`config.mk`:
```
export PLATFORM = sky130hd
export DESIGN_NAME = local_cycle_controller
export DESIGN_NICKNAME = d
export VERILOG_FILES = /design/src/rtl/local_bus_pkg.sv /design/src/rtl/bus_watchdog.sv /design/src/rtl/local_cycle_controller.sv
export SDC_FILE = /design/constraint.sdc
export NUM_CORES = 1
export LEC_CHECK = 0
export CORE_UTILIZATION = 53
export CTS_CLUSTER_SIZE = 14
export DETAILED_ROUTE_END_ITERATION = 12
export HOLD_SLACK_MARGIN = 0.12
export PLACE_DENSITY = 0.82
export REMOVE_ABC_BUFFERS = 1
export SYNTH_ARGS = -nofsm -noshare
export SYNTH_HDL_FRONTEND = slang
export SYNTH_SLANG_ARGS = --single-unit
```
`constraint.sdc`:
```
create_clock -name clock -period 4.1 [get_ports clock]
set_clock_uncertainty 0.05 [all_clocks]
set_input_delay 0.82 -clock clock [delete_from_list [all_inputs] [get_ports clock]]
set_output_delay 0.82 -clock clock [all_outputs]
set_load 0.05 [all_outputs]
```
`src/rtl/local_bus_pkg.sv`:
```
// Shared encodings for the 68030 local bus cycle controller: FSM states, regions,
// DSACK port-width codes and active-low strobe levels.
package local_bus_pkg;

    typedef enum logic [1:0] {
        ST_IDLE = 2'd0,
        ST_WAIT = 2'd1,
        ST_ACK  = 2'd2
    } state_t;

    typedef enum logic [1:0] {
        RGN_ROM    = 2'd0,
        RGN_RAM    = 2'd1,
        RGN_SERIAL = 2'd2
    } region_t;

    localparam logic [1:0] DSACK_32   = 2'b00;
    localparam logic [1:0] DSACK_8    = 2'b10;
    localparam logic [1:0] DSACK_NONE = 2'b11;

    localparam logic ACTIVE   = 1'b0;
    localparam logic INACTIVE = 1'b1;

    // RAM is the only 32-bit port; ROM and serial answer as 8-bit ports.
    function automatic logic [1:0] region_dsack(input region_t region);
        return (region == RGN_RAM) ? DSACK_32 : DSACK_8;
    endfunction

endpackage

```
`src/rtl/bus_watchdog.sv`:
```
// Bus-cycle watchdog: counts AS-asserted clocks with no acknowledge and latches BERR
// until AS is released. Instantiated only when BUS_WATCHDOG_EN is defined.
module bus_watchdog
    import local_bus_pkg::*;
#(
    parameter int TIMEOUT_CYCLES = 255,
    parameter int CNT_W          = 8
) (
    input  logic clock,
    input  logic reset,
    input  logic cpu_as,
    input  logic dsack_seen,
    output logic cpu_berr
);

    localparam logic [CNT_W-1:0] LP_TIMEOUT = CNT_W'(TIMEOUT_CYCLES);

    logic [CNT_W-1:0] r_cnt;
    logic             r_berr;

    // An acknowledge on the edge that would time out clears the count first, so DSACK wins.
    always_ff @(posedge clock or negedge reset) begin
        if (!reset) begin
            r_cnt  <= '0;
            r_berr <= INACTIVE;
        end else if (cpu_as) begin
            r_cnt  <= '0;
            r_berr <= INACTIVE;
        end else if (dsack_seen) begin
            r_cnt  <= '0;
        end else if (r_cnt == LP_TIMEOUT) begin
            r_berr <= ACTIVE;
        end else begin
            r_cnt  <= r_cnt + 1'b1;
        end
    end

    assign cpu_berr = r_berr;

endmodule

```
`src/rtl/local_cycle_controller.sv`:
```
// Local bus cycle sequencer for on-card ROM, RAM and serial: wait states, DSACK width,
// registered device strobes. Optional bus watchdog enabled by defining BUS_WATCHDOG_EN.
module local_cycle_controller
    import local_bus_pkg::*;
#(
    parameter int ROM_WAIT       = 3,
    parameter int RAM_WAIT       = 1,
    parameter int SERIAL_WAIT    = 4,
    parameter int TIMEOUT_CYCLES = 255,
    parameter int CNT_W          = 8
) (
    input  logic       clock,
    input  logic       reset,
    input  logic       cpu_as,
    input  logic       cpu_ds,
    input  logic       cpu_rw,
    input  logic       request_rom,
    input  logic       request_ram,
    input  logic       request_serial,
    input  logic [1:0] ext_dsack,
    output logic [1:0] cpu_dsack,
    output logic       cpu_berr,
    output logic       rom_oe,
    output logic       ram_we,
    output logic       ram_oe,
    output logic       serial_cs,
    output logic [1:0] dbg_state
);

    localparam logic [CNT_W-1:0] LP_ROM_WAIT    = CNT_W'(ROM_WAIT);
    localparam logic [CNT_W-1:0] LP_RAM_WAIT    = CNT_W'(RAM_WAIT);
    localparam logic [CNT_W-1:0] LP_SERIAL_WAIT = CNT_W'(SERIAL_WAIT);

    state_t           r_state, w_state_next;
    region_t          r_region, w_region_next;
    logic             r_rw, w_rw_next;
    logic [CNT_W-1:0] r_cnt, w_cnt_next;
    logic [1:0]       r_dsack, w_dsack_next;
    logic             r_rom_oe, r_ram_we, r_ram_oe, r_serial_cs;
    logic             w_rom_oe_next, w_ram_we_next, w_ram_oe_next, w_serial_cs_next;
    logic [2:0]       w_req;
    logic             w_one_req, w_in_cycle;

    assign w_req     = ~{request_serial, request_ram, request_rom};
    assign w_one_req = (w_req == 3'b001) || (w_req == 3'b010) || (w_req == 3'b100);

    // Handshake: a cycle opens when AS is sampled low with one local select; DSACK is held
    // in ACK until the CPU answers by sampling AS high, which closes DSACK and strobes together.
    always_comb begin
        w_state_next  = r_state;
        w_region_next = r_region;
        w_rw_next     = r_rw;
        w_cnt_next    = r_cnt;
        case (r_state)
            ST_IDLE: begin
                if (!cpu_as && w_one_req) begin
                    w_state_next = ST_WAIT;
                    w_rw_next    = cpu_rw;
                    if (!request_rom) begin
                        w_region_next = RGN_ROM;
                        w_cnt_next    = LP_ROM_WAIT;
                    end else if (!request_ram) begin
                        w_region_next = RGN_RAM;
                        w_cnt_next    = LP_RAM_WAIT;
                    end else begin
                        w_region_next = RGN_SERIAL;
                        w_cnt_next    = LP_SERIAL_WAIT;
                    end
                end
            end
            ST_WAIT: begin
                if (cpu_as)            w_state_next = ST_IDLE;
                else if (r_cnt == '0)  w_state_next = ST_ACK;
                else                   w_cnt_next   = r_cnt - 1'b1;
            end
            ST_ACK: begin
                if (cpu_as) w_state_next = ST_IDLE;
            end
            default: w_state_next = ST_IDLE;
        endcase

        // Strobes start one edge after the cycle opens and drop on the edge that leaves it.
        w_in_cycle       = (r_state != ST_IDLE) && (w_state_next != ST_IDLE);
        w_dsack_next     = (w_state_next == ST_ACK) ? region_dsack(r_region) : DSACK_NONE;
        w_rom_oe_next    = (w_in_cycle && r_region == RGN_ROM && r_rw) ? ACTIVE : INACTIVE;
        w_ram_oe_next    = (w_in_cycle && r_region == RGN_RAM && r_rw) ? ACTIVE : INACTIVE;
        w_ram_we_next    = (w_in_cycle && r_region == RGN_RAM && !r_rw && !cpu_ds) ? ACTIVE : INACTIVE;
        w_serial_cs_next = (w_in_cycle && r_region == RGN_SERIAL) ? ACTIVE : INACTIVE;
    end

    always_ff @(posedge clock or negedge reset) begin
        if (!reset) begin
            r_state     <= ST_IDLE;
            r_region    <= RGN_ROM;
            r_rw        <= 1'b1;
            r_cnt       <= '0;
            r_dsack     <= DSACK_NONE;
            r_rom_oe    <= INACTIVE;
            r_ram_we    <= INACTIVE;
            r_ram_oe    <= INACTIVE;
            r_serial_cs <= INACTIVE;
        end else begin
            r_state     <= w_state_next;
            r_region    <= w_region_next;
            r_rw        <= w_rw_next;
            r_cnt       <= w_cnt_next;
            r_dsack     <= w_dsack_next;
            r_rom_oe    <= w_rom_oe_next;
            r_ram_we    <= w_ram_we_next;
            r_ram_oe    <= w_ram_oe_next;
            r_serial_cs <= w_serial_cs_next;
        end
    end

    assign cpu_dsack = r_dsack;
    assign rom_oe    = r_rom_oe;
    assign ram_we    = r_ram_we;
    assign ram_oe    = r_ram_oe;
    assign serial_cs = r_serial_cs;
    assign dbg_state = r_state;

`ifdef BUS_WATCHDOG_EN
    logic w_dsack_seen;
    assign w_dsack_seen = (w_dsack_next != DSACK_NONE) || (r_dsack != DSACK_NONE)
                       || (ext_dsack != DSACK_NONE);

    bus_watchdog #(
        .TIMEOUT_CYCLES (TIMEOUT_CYCLES),
        .CNT_W          (CNT_W)
    ) u_watchdog (
        .clock      (clock),
        .reset      (reset),
        .cpu_as     (cpu_as),
        .dsack_seen (w_dsack_seen),
        .cpu_berr   (cpu_berr)
    );
`else
    localparam logic [CNT_W-1:0] LP_TIMEOUT = CNT_W'(TIMEOUT_CYCLES);
    logic w_unused;
    assign w_unused = ^{ext_dsack, LP_TIMEOUT};
    assign cpu_berr = INACTIVE;
`endif

endmodule
```
==> flow_metrics.tcl, run 1 <==
set metrics [dict create \
    outcome "completed" \
    grt_pass1_vias 663 \
    root_buffer "clkbuf_4" \
    power.internal_uw 393 \
    synth_seq_cells 19 \
    slew_violations 0 \
    coreArea_um2 1730 \
    relSlewSlack 0.433 \
    end_kind "flip-flop" \
    period_needed_ps 2650 \
    rsz0062_at_grt "no" \
    startpoint_type "input pin" \
    tritoncts "yes" \
    synth_area_um2 976 \
    drt_iter0_drc 11 \
    slowest_delay_ps 500 \
    swShare 0.407 \
    rows 15 \
    drtPass1Iterations 4 \
    cp_data_arrival_time_ps 2840 \
    synth.avg_cell_area_um2 10.8 \
    hold_class "flip-flop to flip-flop" \
    p_leak_uw 0.000461 \
    max_freq_ghz 0.378 \
    hold_buffers 0 \
    nNetsFinal 116 \
    timing.final.crit_share 0.646 \
    cts.reportedPaths.clkPinSlew_ps 110 \
    ctsResizeCount 0 \
    grt_pass1_wl_mm 2.94 \
    seq_area_frac_synth 0.496 \
    power_uw 663 \
    cp_slowest_cell "a211o_1" \
    power.switching_uw 270 \
    htree_levels 1 \
    yosys.cell_types.count 36 \
    cts_buffers 3 \
    path_cells "clkdlybuf4s50_1 -> or3_1 -> a211o_1 -> a2111oi_4 -> mux2i_1" \
    worst_slack_ps 1450 \
    portBuffers 15 \
    drive_gt1_frac 0.135 \
    clk_latency_ps 310 \
    grtUsageTotal 0.212 \
    gr-total-overflow 0 \
    via_per_inst 5.74 \
    cts_max_path_buffers 2 \
    worstPathRequired_ps 4290 \
    ir_drop_uv 348 \
    die_w_um 44.9 \
    maxCapViolCount 0 \
    report.final.setup_viol 0 \
    grt_max_degree 21 \
    synth_cells 90 \
    yosys_warnings 0 \
    critPathKind "input pin to flip-flop" \
    start_util 0.565 \
    n_antenna_cell 0 \
    cts_num_sinks 19 \
    vias 741 \
    finalHoldViolations 0 \
    power_frac_clock 0.146 \
    wl_per_cell_um 14.0 \
    fill_cells 155 \
    wirelength_mm 1.81 \
    antenna_found_initial 0 \
    post_cts_buffers 0 \
    die_height_um 44.9 \
    synthToLayoutAreaGrowth_pct 16.7 \
    antenna_left 0 \
    fp.dieArea_um2 2020 \
    path_max_fanout 20 \
    cellPowerDensity_nw_per_um2 582 \
    comb_power_share 0.391 \
    place_hpwl_mm 1.28 \
    io_pins 19 \
    drc 0 \
    fin_tns_setup_ps 0 \
    gp_congestion 0.791 \
    reg2reg_slack_ps 1990 \
    tightest_slew_ps 848 \
    place_worst_setup_slack_ps 1170 \
    p_seq_frac 0.463 \
]
## power groups by stage
stage               Combinational (uW)  Clock (uW)  Sequential, uW
finish                             259        96.4             307
global route                       289         102             314
CTS                                259        97.6             306
detailed placement                 256           0             309
global placement                   241           0             302
floorplan                          160           0             325
## area by class of cell
| cell class | instances | area [um2] | share of cell area |
|---|---|---|---|
| timing repair buffer | 15 | 150 | 0.132 |
| inverter | 4 | 15.0 | 0.0132 |
| clock buffer | 4 | 26.3 | 0.0231 |
| multi-input combinational | 62 | 432 | 0.379 |
| sequential | 19 | 484 | 0.425 |
| tap | 25 | 31.3 | 0.0275 |
## registers in the layout (all words and copies together) (netlist names)
signal and cells:
r_cnt 8, cpu_dsack 2, dbg_state 2, r_region 2
r_rw 1, ram_oe 1, ram_we 1, rom_oe 1
serial_cs 1
## final timing paths
path                        startpoint           to  cells past startpoint
setup / recovery                cpu_as     r_cnt[5]                      5
hold / removal             r_region[1]    serial_cs                      1
setup reg to reg              r_cnt[0]     r_cnt[5]                      6
hold reg to reg            r_region[1]    serial_cs                      1
max in group asynchronous        reset  r_region[1]                      1
min in group asynchronous        reset     r_cnt[4]                      1
## logic make-up (layout without fill, tap and decap cells)
logic type                 count (synthesis)  in the layout  share of synthesized area
other                                      1              1                    0.00384
buffers and inverters                      9             23                     0.0615
AOI/OAI and AO/OA                         18             18                      0.144
xor gates and xnor gates                   1              1                    0.00898
and+or+nand+nor                           35             35                      0.209
adders and majority gates                  1              1                     0.0128
DFF                                       19             19                      0.496
muxes                                      6              6                     0.0641
## synth_stat cells
cell type  number  area (um2)
a2111oi_0       1        8.76
a2111oi_4       1        27.5
a211o_1         2        17.5
a211oi_1        1        7.51
a21oi_1         5        25.0
a22o_1          1        8.76
buf_4           1        7.51
buf_6           3        33.8
clkbuf_1        1        3.75
conb_1          1        3.75
dfrtp_1        12         300
dfstp_2         7         184
ha_1            1        12.5
inv_1           4        15.0
mux2_2          2        22.5
mux2i_1         4        40.0
nand2_1        13        48.8
nand2b_1        5        31.3
nand3_1         1        5.00
nand3b_1        2        15.0
nand4b_1        1        8.76
nand4bb_1       1        11.3
nor2_1          3        11.3
nor3_1          1        5.00
nor3b_1         1        7.51
nor4_2          1        12.5
o211ai_1        1        7.51
o21ai_0         1        5.00
o21ai_1         3        15.0
o2bb2ai_1       1        8.76
o311ai_0        1        8.76
or2b_1          1        7.51
or3_1           2        12.5
or4_1           1        7.51
or4b_1          2        20.0
xnor2_1         1        8.76
## routing by layer
metal / track usage / part of all wire / vias to the layer above
li1: - / - / 350
met1: 0.259 / 0.44 / 357
met2: 0.347 / 0.48 / 27
met3: 0.0240 / 0.036 / 7
met4: 0.158 / 0.038 / 0
met5: 0 / 0 / -
## worst max-delay path: cells and delay by family
kind / cells / cell delay (ps)
compound gates: 2 / 910
buf+inv: 1 / 480
simple gates: 1 / 400
mux: 1 / 230
## cell usage in the layout, fill, tap and decap left out, drive strengths merged, types with 2 or more instances in the layout
cell	synthesis	routed
nand3b	2	2
o21ai	4	4
inv	4	4
dfstp	7	7
dfrtp	12	12
nor2	3	3
mux2	2	2
a2111oi	2	2
clkbuf	1	4
nand2b	5	5
nand2	13	13
or3	2	2
a21oi	5	5
clkdlybuf4s50	0	15
a211o	2	2
or4b	2	2
mux2i	4	4
## through the flow
| stage | instances | hold slack [ps] | area, um2 | utilization |
|---|---|---|---|---|
| finish | 129 | 423 | 1140 | 0.659 |
| global route | 129 | 436 | 1140 | 0.659 |
| CTS | 129 | 425 | 1140 | 0.659 |
| detailed placement | 125 | 397 | 1110 | 0.644 |
| global placement | 125 | 398 | 1110 | 0.644 |
| floorplan | 85 | 366 | 931 | - |
Power figures use the tool's default switching activity.
==> inputs of run 2 (changes only) <==
--- a/config.mk
+++ b/config.mk
@@ -5,11 +5,11 @@
 export SDC_FILE = /design/constraint.sdc
 export NUM_CORES = 1
 export LEC_CHECK = 0
-export CORE_UTILIZATION = 53
+export CORE_UTILIZATION = 50
 export CTS_CLUSTER_SIZE = 14
 export DETAILED_ROUTE_END_ITERATION = 12
 export HOLD_SLACK_MARGIN = 0.12
-export PLACE_DENSITY = 0.82
+export PLACE_DENSITY = 0.78
 export REMOVE_ABC_BUFFERS = 1
 export SYNTH_ARGS = -nofsm -noshare
 export SYNTH_HDL_FRONTEND = slang
==> constraint.sdc (replaced) <==
create_clock -name clock -period 2.6 [get_ports clock]
set_clock_uncertainty 0.05 [all_clocks]
set_input_delay 0.52 -clock clock [delete_from_list [all_inputs] [get_ports clock]]
set_output_delay 0.52 -clock clock [all_outputs]
set_load 0.05 [all_outputs]
==> flow_metrics.tcl, run 2 (synthesis results as in run 1) <==
set metrics [dict create \
    outcome "completed" \
    fin_tns_setup_ps 0 \
    period_needed_ps 2200 \
    via_per_inst 5.71 \
    power_uw 1040 \
    ctsResizeCount 0 \
    critical-path-top-delay-family "buffers and inverters" \
    tightest_slew_ps 559 \
    r2r_cells 6 \
    die_w_um 46.2 \
    n_antenna_cell 0 \
    post_cts_buffers 0 \
    p_leak_uw 0.000479 \
    cp_slowest_cell "clkdlybuf4s50_1" \
    slew_violations 0 \
    rsz0062_at_grt "no" \
    r2r_start "r_cnt[0]" \
    path_cells "clkdlybuf4s50_1" \
    timing.rr.end "r_cnt[6]" \
    finalHoldViolations 0 \
    grt_pass1_wl_mm 3.14 \
    timing.final.crit_share 0.846 \
    cellPowerDensity_nw_per_um2 890 \
    gp_congestion 0.781 \
    drt_iter0_drc 7 \
    gr-total-overflow 0 \
    cp_data_arrival_time_ps 1630 \
    final_cells 133 \
    maxCapViolCount 0 \
    die_height_um 46.2 \
    critPathKind "flip-flop to output pin" \
    grtUsageTotal 0.213 \
    final_common_cell "clkdlybuf4s50_1" \
    drive_gt1_frac 0.167 \
    regMostFlops "r_cnt" \
    cts_buffers 3 \
    start_util 0.547 \
    drc 0 \
    rows 15 \
    cts.reportedPaths.clkPinSlew_ps 100 \
    startpoint_type "flip-flop" \
    slowest_delay_ps 790 \
    htree_levels 1 \
    root_buffer "clkbuf_4" \
    antenna_left 0 \
    cts_max_path_buffers 2 \
    grt_pass1_vias 739 \
    nNetsFinal 120 \
    worstPathRequired_ps 2030 \
    worstHoldEndpoint "serial_cs" \
    path_max_fanout 1 \
    reg2reg_slack_ps 530 \
    portBuffers 15 \
    vias 759 \
    tritoncts "yes" \
    max_freq_ghz 0.454 \
    antenna_found_initial 0 \
    wl_per_cell_um 13.7 \
    coreArea_um2 1780 \
    end_kind "output pin" \
    report.final.setup_viol 0 \
    drtPass1Iterations 4 \
    cp_num_buf_inv 1 \
    synthToLayoutAreaGrowth_pct 19.7 \
    io_pins 19 \
    worstHoldStart "r_region[1]" \
    ir_drop_uv 548 \
    cts_num_sinks 19 \
    largest_reg_flops 8 \
    min_delay_path_depth 1 \
    numPlacedInstances 129 \
    hold_buffers 0 \
    wirelength_mm 1.82 \
    layout_common_cells "15 x clkdlybuf4s50_1, 13 x nand2_1, 12 x dfrtp_1" \
    clk_latency_ps 290 \
    hold_class "flip-flop to flip-flop" \
    fp.dieArea_um2 2130 \
    relSlewSlack 0.617 \
    grt_max_degree 20 \
]
[run 2: metrics by stage]
stage	hold slack [ps]	setup WS, ps	area, um2	utilization
after detailed placement	414	163	1140	0.641
after global placement	400	218	1140	0.641
after floorplan	174	530	931	-
after global routing	462	358	1170	0.655
after CTS	430	381	1170	0.655
final	427	399	1170	0.655
[run 2: area by class of cell]
| cell class | count | area, um2 |
|---|---|---|
| tap | 25 | 31.3 |
| timing repair buffer | 19 | 180 |
| clock buffer | 4 | 26.3 |
| sequential | 19 | 484 |
| fill | 149 | 614 |
| inverter | 4 | 15.0 |
| multi-input combinational | 62 | 432 |
[run 2: power by group]
group	internal (uW)	switching, uW
logic	178	227
registers	388	101
clock network	59.7	87.3
[run 2: how the worst max path moves through the flow]
stage | from | endpoint | depth (start not counted)
floorplan | dbg_state[0] | r_cnt[5] | 4
global placement | cpu_as | r_cnt[5] | 5
detailed placement | request_rom | r_cnt[6] | 6
CTS | cpu_dsack[1] | cpu_dsack[1] | 1
global route | cpu_dsack[1] | cpu_dsack[1] | 1
finish | ram_oe | ram_oe | 1
[run 2: layer usage]
layer	share of wire	track usage	vias to the layer above
met2	0.48	0.352	21
li1	-	-	356
met5	0	0	-
met1	0.47	0.275	376
met4	0.019	0.0882	0
met3	0.031	0.0353	6
==> inputs of run 3 (changes only) <==
--- a/config.mk
+++ b/config.mk
@@ -5,11 +5,11 @@
 export SDC_FILE = /design/constraint.sdc
 export NUM_CORES = 1
 export LEC_CHECK = 0
-export CORE_UTILIZATION = 50
+export CORE_UTILIZATION = 45
 export CTS_CLUSTER_SIZE = 14
 export DETAILED_ROUTE_END_ITERATION = 12
 export HOLD_SLACK_MARGIN = 0.12
-export PLACE_DENSITY = 0.78
+export PLACE_DENSITY = 0.75
 export REMOVE_ABC_BUFFERS = 1
 export SYNTH_ARGS = -nofsm -noshare
 export SYNTH_HDL_FRONTEND = slang
==> constraint.sdc (replaced) <==
create_clock -name clock -period 1.8 [get_ports clock]
set_clock_uncertainty 0.05 [all_clocks]
set_input_delay 0.36 -clock clock [delete_from_list [all_inputs] [get_ports clock]]
set_output_delay 0.36 -clock clock [all_outputs]
set_load 0.05 [all_outputs]
==> flow_metrics.tcl, run 3 (synthesis results as in run 1) <==
set metrics [dict create \
    final_core_util 0.752 \
    violations "setup timing" \
    power_frac_clock 0.110 \
    critical-path-top-delay-family "simple AND/OR/NAND/NOR gates" \
    critPathKind "flip-flop to flip-flop" \
    clk_latency_ps 300 \
    swShare 0.379 \
    regMostFlops "r_cnt" \
    holdWs_ps 333 \
    wirelength_mm 2.29 \
    comb_power_share 0.557 \
    grt_max_degree 20 \
    cts.reportedPaths.clkPinSlew_ps 120 \
    fp.dieArea_um2 2360 \
    antenna_left 0 \
    startpoint_type "flip-flop" \
    drt_iter0_drc 7 \
    drtPass1Iterations 4 \
    portBuffers 15 \
    wl_per_cell_um 14.4 \
    rows 16 \
    die_height_um 48.6 \
    power.switching_uw 766 \
    r2r_start "r_cnt[0]" \
    tritoncts "yes" \
    grt_pass1_vias 857 \
    ir_drop_uv 884 \
    path_max_fanout 2 \
    timing.final.crit_share 1.04 \
    synthToLayoutAreaGrowth_pct 54.2 \
    timing.rr.end "r_cnt[6]" \
    start_util 0.488 \
    gp_congestion 0.858 \
    root_buffer "clkbuf_4" \
    drc 0 \
    p_seq_frac 0.333 \
    drive_gt1_frac 0.485 \
    end_kind "flip-flop" \
    final_common_cell "buf_4" \
    cp_data_arrival_time_ps 2050 \
    r2r_cells 7 \
    final_cells 159 \
    gr-total-overflow 0 \
    io_pins 19 \
    n_antenna_cell 0 \
    period_needed_ps 1880 \
    cts_num_sinks 19 \
    numPlacedInstances 150 \
    cellPowerDensity_nw_per_um2 1340 \
    outcome "complete, but fails checks" \
    largest_reg_flops 8 \
    power.internal_uw 1250 \
    slew_violations 0 \
    vias 840 \
    maxCapViolCount 0 \
    cts_buffers 3 \
    reg2reg_slack_ps -80 \
    coreArea_um2 2000 \
    worst_slack_ps -79.2 \
    nNetsFinal 144 \
    hold_class "input pin to asynchronous set/reset pin" \
    report.final.setup_viol 2 \
    cp_slowest_cell "or4b_1" \
    via_per_inst 5.28 \
    layout_common_cells "27 x buf_4, 12 x dfrtp_1, 11 x nand2_1" \
    worstPathRequired_ps 1970 \
    finalHoldViolations 0 \
    rsz0062_at_grt "yes" \
    slowest_delay_ps 460 \
    fill_cells 136 \
    die_w_um 48.6 \
    antenna_found_initial 0 \
    place_hpwl_mm 1.52 \
    grtUsageTotal 0.212 \
    place_worst_setup_slack_ps -388 \
    cts_max_path_buffers 2 \
    cp_num_buf_inv 2 \
    max_freq_ghz 0.532 \
    path_cells "inv_2 -> ha_4 -> buf_6 -> nand2b_4 -> or4_4 -> or4b_1 -> o21ai_1" \
    htree_levels 1 \
    p_leak_uw 0.000654 \
    grt_pass1_wl_mm 3.73 \
]
[run 3: stage by stage]
step           cell area [um2]  total power [uW]  setup TNS (ps)
2_1_floorplan              931              1100           -1360
3_3_place_gp              1340              1510           -3270
3_5_place_dp              1340              1550           -3560
4_1_cts                   1430              1880            -188
5_1_grt                   1510              2150            -412
6_report                  1510              2020            -138
[run 3: power groups by stage]
stage          combinational (uW)  clock (uW)  sequential [uW]
3_5_place_dp                  887           0              665
5_1_grt                      1220         236              692
2_1_floorplan                 365           0              740
4_1_cts                       989         230              661
6_report                     1120         222              673
3_3_place_gp                  854           0              657
[run 3: layout make-up]
class | count | area, um2 | share of cell area
inverter | 4 | 15.0 | 0.00998
timing repair buffer | 43 | 425 | 0.283
tap | 27 | 33.8 | 0.0224
multi-input combinational | 62 | 520 | 0.346
clock buffer | 4 | 26.3 | 0.0175
sequential | 19 | 484 | 0.322
[run 3: metal layers]
metal,up-vias,wire length (um),GRT usage
li1,403,-,-
met1,408,962,0.240
met2,23,1210,0.394
met3,6,80,0.0220
met4,0,41,0.103
met5,-,0,0
[run 3: worst register-to-register path: cells and delay by family, from the launching register on]
kind                     cells  cell delay, ps
AND/OR/NAND/NOR              3             920
flip-flops                   1             410
buffers and inverters        2             190
adder cells (fa/ha/maj)      1             140
AO/OA/AOI/OAI                1              90
[run 3: worst max path at each step]
stage                    end  depth (start not counted)          from
finish              r_cnt[6]                          7      r_cnt[0]
global route        r_cnt[6]                          7      r_cnt[0]
CTS                 r_cnt[2]                          7      r_cnt[0]
detailed placement  r_cnt[7]                          6        cpu_as
global placement    r_cnt[5]                          5        cpu_as
floorplan           r_cnt[5]                          4  dbg_state[0]
[run 3: timing repair]
action,CTS,global route
buffers inserted,4,1
pin swaps,3,8
hold buffers,0,0
setup endpoints to repair,9,9
resized for setup,8,14
